==> src/rtl/htpa_target_builder.sv <==
// htpa_target_builder: clusters hot thermal pixels into up to N_TGT bounding boxes and publishes them
// once per frame as a stable set of slots for the box/overlay drawer.
// Latency: frame_end cycle -> published slots and the frame_done pulse valid one clock later.
// Backpressure: none; accepts one pixel per cycle with no stall, and a hot pixel that finds no slot is dropped.
//
// Optional build macro HTPA_TRK_COUNT_EN adds obj_cnt, the popcount of published busy.
//
// Ports:
//   clk, rst_n              clock, asynchronous active-low reset
//   frame_start, frame_end  one-cycle frame delimiters
//   pix_valid/x/y/hot/fire  thresholded pixel stream
//   busy, box, fire_out     published slots; box slot i = box[26*i +: 26] = {xo,yo,xn,yn}
//   overflow                a hot pixel was dropped in the published frame
//   frame_done              one-cycle pulse when the published outputs update
//   obj_cnt                 (HTPA_TRK_COUNT_EN only) number of published busy slots
module htpa_target_builder #(
    parameter int N_TGT   = 20,
    parameter int MARGIN  = 2,
    parameter int MIN_PIX = 4
) (
    input  logic                   clk,
    input  logic                   rst_n,
    input  logic                   frame_start,
    input  logic                   frame_end,
    input  logic                   pix_valid,
    input  logic [6:0]             pix_x,
    input  logic [5:0]             pix_y,
    input  logic                   pix_hot,
    input  logic                   pix_fire,
    output logic [N_TGT-1:0]       busy,
    output logic [26*N_TGT-1:0]    box,
    output logic [N_TGT-1:0]       fire_out,
    output logic                   overflow,
    output logic                   frame_done
`ifdef HTPA_TRK_COUNT_EN
    ,
    output logic [4:0]             obj_cnt
`endif
);

    typedef enum logic [1:0] {IDLE, ACQ, PUB} state_t;

    localparam logic [N_TGT-1:0] ONE = 1;
    localparam logic [7:0]       MX  = 8'(MARGIN);
    localparam logic [6:0]       MY  = 7'(MARGIN);
    localparam logic [7:0]       MIN = 8'(MIN_PIX);

    state_t state_q;

    // Working set, built up during the frame
    logic [N_TGT-1:0] wbusy_q, wbusy_d;
    logic [N_TGT-1:0] wfire_q, wfire_d;
    logic [6:0]       wxo_q [N_TGT];
    logic [6:0]       wxo_d [N_TGT];
    logic [5:0]       wyo_q [N_TGT];
    logic [5:0]       wyo_d [N_TGT];
    logic [6:0]       wxn_q [N_TGT];
    logic [6:0]       wxn_d [N_TGT];
    logic [5:0]       wyn_q [N_TGT];
    logic [5:0]       wyn_d [N_TGT];
    logic [7:0]       wcnt_q [N_TGT];
    logic [7:0]       wcnt_d [N_TGT];
    logic             wovf_q, wovf_d;

    logic             take;
    logic             pub_go;
    logic [N_TGT-1:0] hit, hit_oh, free_oh;
    logic [7:0]       px8;
    logic [6:0]       py7;
    logic [N_TGT-1:0] pub_busy;
    logic [26*N_TGT-1:0] pub_box;

    assign px8 = {1'b0, pix_x};
    assign py7 = {1'b0, pix_y};

    // A frame_start cycle is already part of the new frame, even from IDLE/PUB.
    assign take   = ((state_q == ACQ) || frame_start) && pix_valid && pix_hot;
    assign pub_go = frame_end && ((state_q == ACQ) || frame_start);

    always_comb begin
        // frame_start clears first so a pixel in the same cycle lands in a fresh set
        wbusy_d = frame_start ? '0 : wbusy_q;
        wfire_d = frame_start ? '0 : wfire_q;
        wovf_d  = frame_start ? 1'b0 : wovf_q;
        for (int i = 0; i < N_TGT; i++) begin
            wxo_d[i]  = wxo_q[i];
            wyo_d[i]  = wyo_q[i];
            wxn_d[i]  = wxn_q[i];
            wyn_d[i]  = wyn_q[i];
            wcnt_d[i] = frame_start ? 8'd0 : wcnt_q[i];
        end

        // Compares are one bit wider than the coordinates so the margin never wraps.
        for (int i = 0; i < N_TGT; i++) begin
            hit[i] = wbusy_d[i]
                  && (px8 + MX >= {1'b0, wxo_q[i]}) && (px8 <= {1'b0, wxn_q[i]} + MX)
                  && (py7 + MY >= {1'b0, wyo_q[i]}) && (py7 <= {1'b0, wyn_q[i]} + MY);
        end
        // Isolate the lowest matching slot and the lowest free slot.
        hit_oh  = hit & (~hit + ONE);
        free_oh = ~wbusy_d & (wbusy_d + ONE);

        if (take) begin
            if (|hit) begin
                for (int i = 0; i < N_TGT; i++) begin
                    if (hit_oh[i]) begin
                        if (pix_x < wxo_q[i]) wxo_d[i] = pix_x;
                        if (pix_x > wxn_q[i]) wxn_d[i] = pix_x;
                        if (pix_y < wyo_q[i]) wyo_d[i] = pix_y;
                        if (pix_y > wyn_q[i]) wyn_d[i] = pix_y;
                        if (wcnt_d[i] != 8'hFF) wcnt_d[i] = wcnt_d[i] + 8'd1;
                        wfire_d[i] = wfire_d[i] | pix_fire;
                    end
                end
            end else if (|free_oh) begin
                for (int i = 0; i < N_TGT; i++) begin
                    if (free_oh[i]) begin
                        wbusy_d[i] = 1'b1;
                        wxo_d[i]   = pix_x;
                        wxn_d[i]   = pix_x;
                        wyo_d[i]   = pix_y;
                        wyn_d[i]   = pix_y;
                        wcnt_d[i]  = 8'd1;
                        wfire_d[i] = pix_fire;
                    end
                end
            end else begin
                wovf_d = 1'b1;
            end
        end

        // Publish from next-state values so the frame_end-cycle pixel is included.
        for (int i = 0; i < N_TGT; i++) begin
            pub_busy[i] = wbusy_d[i] && (wcnt_d[i] >= MIN);
            pub_box[26*i +: 26] = pub_busy[i] ? {wxo_d[i], wyo_d[i], wxn_d[i], wyn_d[i]} : 26'd0;
        end
    end

`ifdef HTPA_TRK_COUNT_EN
    logic [4:0] pub_cnt;
    always_comb begin
        pub_cnt = 5'd0;
        for (int i = 0; i < N_TGT; i++) begin
            pub_cnt = pub_cnt + {4'd0, pub_busy[i]};
        end
    end
`endif

    always_ff @(posedge clk or negedge rst_n) begin
        if (!rst_n) begin
            wbusy_q <= '0;
            wfire_q <= '0;
            wovf_q  <= 1'b0;
            for (int i = 0; i < N_TGT; i++) begin
                wxo_q[i]  <= '0;
                wyo_q[i]  <= '0;
                wxn_q[i]  <= '0;
                wyn_q[i]  <= '0;
                wcnt_q[i] <= '0;
            end
        end else begin
            wbusy_q <= wbusy_d;
            wfire_q <= wfire_d;
            wovf_q  <= wovf_d;
            for (int i = 0; i < N_TGT; i++) begin
                wxo_q[i]  <= wxo_d[i];
                wyo_q[i]  <= wyo_d[i];
                wxn_q[i]  <= wxn_d[i];
                wyn_q[i]  <= wyn_d[i];
                wcnt_q[i] <= wcnt_d[i];
            end
        end
    end

    // Frame FSM with registered published outputs
    always_ff @(posedge clk or negedge rst_n) begin
        if (!rst_n) begin
            state_q    <= IDLE;
            busy       <= '0;
            box        <= '0;
            fire_out   <= '0;
            overflow   <= 1'b0;
            frame_done <= 1'b0;
`ifdef HTPA_TRK_COUNT_EN
            obj_cnt    <= 5'd0;
`endif
        end else begin
            frame_done <= pub_go;
            if (pub_go) begin
                busy     <= pub_busy;
                box      <= pub_box;
                fire_out <= pub_busy & wfire_d;
                overflow <= wovf_d;
`ifdef HTPA_TRK_COUNT_EN
                obj_cnt  <= pub_cnt;
`endif
            end
            if (pub_go) begin
                state_q <= PUB;
            end else if (frame_start) begin
                state_q <= ACQ;
            end else if (state_q == PUB) begin
                state_q <= IDLE;
            end
        end
    end

endmodule

==> config.mk <==
export PLATFORM = sky130hd
export DESIGN_NAME = htpa_target_builder
export DESIGN_NICKNAME = d
export VERILOG_FILES = /design/src/rtl/htpa_target_builder.sv
export SDC_FILE = /design/constraint.sdc
export NUM_CORES = 2
export LEC_CHECK = 0
export ABC_AREA = 1
export CORE_MARGIN = 2
export CORE_UTILIZATION = 36
export DETAILED_ROUTE_END_ITERATION = 7
export PLACE_DENSITY = 0.53
export SYNTH_ARGS = -nofsm -noshare
export SYNTH_HDL_FRONTEND = slang
export SYNTH_SLANG_ARGS = --single-unit
==> constraint.sdc <==
create_clock -name clk -period 9.04 [get_ports clk]
set_input_delay 1.808 -clock clk [delete_from_list [all_inputs] [get_ports clk]]
set_output_delay 1.808 -clock clk [all_outputs]
set_load 0.02 [all_outputs]
==> flow_summary.json <==
{
  "cpMostUsedCell": "nand2_1",
  "finalCritPeriodShare_pct": 80.9,
  "fillers": 26800,
  "dp_hpwl_um": 283000,
  "hp-class": "reg -> reg",
  "crit_buf_inv": 6,
  "grt.total_usage_pct": 29.2,
  "yosys_warnings": 0,
  "crit_family": "simple AND/OR/NAND/NOR gates",
  "synth-edff-count": 0,
  "p_per_area_nw_per_um2": 215,
  "antenna_found_initial": 19,
  "cts_setup_buffers": 0,
  "drtAntennaViolNets": 0,
  "area_delta_synth_final_pct": 16.0,
  "firstDrtPassIters": 6,
  "worst_pin_slew_ps": 1390,
  "grt_max_degree": 176,
  "cap_violations": 0,
  "ios": 582,
  "numCtsBuffers": 167,
  "cts_buffer_depth": 4,
  "vias": 92600,
  "core_um2": 262000,
  "syn_area_um2": 94500,
  "syn_area_per_cell_um2": 7.26,
  "synth_seq_cells": 1285,
  "worstPathMaxFanout": 59,
  "grt_pass1_wl_um": 586000,
  "clock_skew_ps": 84.1,
  "synthesis.nets": 14100,
  "clock_sinks": 1285,
  "synth.yosys.seq_area_share_pct": 34.0,
  "ir_drop_v": 0.000137,
  "slew_headroom_pct": 6.03,
  "dp.cells": 16700,
  "fp-row-count": 188,
  "grt_pass1_vias": 86100,
  "cp-end-kind": "flop",
  "path_class": "in -> reg",
  "cp-start-kind": "primary input",
  "cts.repair.resized": 0,
  "status": "complete, no violations",
  "hold_viol_final": 0,
  "wl_per_cell_um": 23.5,
  "yosysMostFrequentCell": "nand2_1",
  "yosys-top-cells-count": "3417 x nand2_1, 1356 x inv_1, 1285 x dfrtp_1",
  "timing.critical_path.required_ps": 9810,
  "drt_wl_total_um": 400000,
  "ys.flop_type": "dfrtp_1",
  "overflow": 0,
  "portBuffers": 581,
  "start_util_pct": 36.1,
  "gp_congestion": 0.946,
  "insertion_delay_ps": 910,
  "yosysTopAreaCellShare_pct": 34.0,
  "setup_tns_ps": 0,
  "syn_inst": 13000,
  "p_leak_nw": 54.2,
  "die_y_um": 516,
  "cts_root_buf": "clkbuf_16",
  "ctsHoldBuffers": 0,
  "nets": 14400,
  "vias_per_cell": 5.45,
  "synth_top_area_cell": "dfrtp_1",
  "drv_slew": 0,
  "arrival_ps": 8080,
  "drc_errors": 0,
  "drt_iter0_drc": 9857,
  "fin_crit_ps": 7310,
  "clk_pin_slew_ps": 60,
  "die_area_um2": 267000,
  "synth_cell_types": 69,
  "cts_tree": "done",
  "max_stage_delay_ps": 530,
  "layout-drive-gt1-share_pct": 4.67,
  "synth-async-reset-ratio_pct": 100,
  "layout.cells.non_filler": 17000,
  "rsz0062_at_grt": "no",
  "h-tree-depth": 4,
  "dieWidth_um": 516,
  "setup_violations": 0,
  "clock.fmax_ghz": 0.137,
  "slowest_stage": "nand2_2",
  "synthTopCellsByArea": "dfrtp_1 34%, nand2_1 14%, ha_1 14%, nand3_1 5.7%, inv_1 5.4%"
}
## cells in the final DEF, fill, tap and decap left out, drive strengths merged, types with 173 or more instances in the layout
cell type      synthesis  layout
nor2                1095    1095
a31oi                173     173
o21ai                837     837
clkdlybuf4s50          0     565
a21oi                751     751
clkbuf               359     220
dfrtp               1285    1285
buf                  261     228
nand3               1096    1096
nand2               3439    3439
ha                  1022    1022
inv                 1367    1371
o211ai               452     452
## cell families (layout without fill, tap and decap cells)
group	after synthesis	count (layout)	share of synthesized area [%]
muxes	1	1	0.0106
AOI/OAI and AO/OA	2568	2568	16.0
other	0	5	0
xor gates and xnor gates	189	189	1.75
DFF	1285	1285	34.0
adders and majority gates	1022	1022	13.5
and+or+nand+nor	5959	5959	26.3
buffers and inverters	1998	2451	8.44
## routing by layer
metal  track usage [%]  wire length (µm)  vias to the layer above
li1                  -                 -                    44300
met1              41.4            182000                    44300
met2              44.7            174000                     3350
met3              4.08             27400                      616
met4              11.2             16800                        4
met5                 0                23                        -
## sequential cells by signal, summed over array words and instances (netlist names)
| register | count |
|---|---|
| box | 520 |
| busy | 20 |
| fire_out | 20 |
| frame_done | 1 |
| overflow | 1 |
| state_q | 2 |
| wbusy_q | 20 |
| wcnt_q | 160 |
| wfire_q | 20 |
| wovf_q | 1 |
| wxn_q | 140 |
| wxo_q | 140 |
| wyn_q | 120 |
| wyo_q | 120 |
## area by class of cell
cell class	count	area, µm²	share of cell area [%]
inverter	1378	5200	4.74
clock inverter	60	832	0.759
antenna	5	12.5	0.0114
tap	3515	4400	4.01
clock buffer	220	4670	4.26
multi-input combinational	9739	54500	49.7
timing repair buffer	793	7880	7.18
sequential	1285	32200	29.3
## tightest hold or removal path: stages, from the launching register on
cell,delay [ps]
dfrtp_1,340
nand2_1,50
nand2_1,50
## through the flow
stage               util (%)  instance area [µm²]  power (mW)  setup slack (ps)  hold slack, ps
floorplan                  -                94500        13.6              2660             461
global placement        39.8               104000        16.5              1110             463
detailed placement      39.8               104000        16.5              1070             465
CTS                     41.9               110000        23.6              1970             482
global route            41.9               110000        25.2              1450             496
finish                  41.9               110000        23.6              1730             475
## report_power, final
group          internal (mW)  total (mW)  switching [mW]
clock                   4.14        7.01            2.87
combinational           3.27        9.22            5.96
sequential              6.56        7.35           0.791
## final timing paths
kind | startpoint | end | slack [ps] | cells after the start
max reg2reg | wxn_q[80] | box[102] | 3060 | 24
min | busy[12] | busy[12] | 480 | 2
min in group asynchronous | rst_n | box[177] | 850 | 1
max in group asynchronous | rst_n | box[210] | 6310 | 3
max | pix_x[2] | box[102] | 1730 | 28
min reg2reg | busy[12] | busy[12] | 480 | 2
No activity file was read; power rests on OpenSTA's default activity.
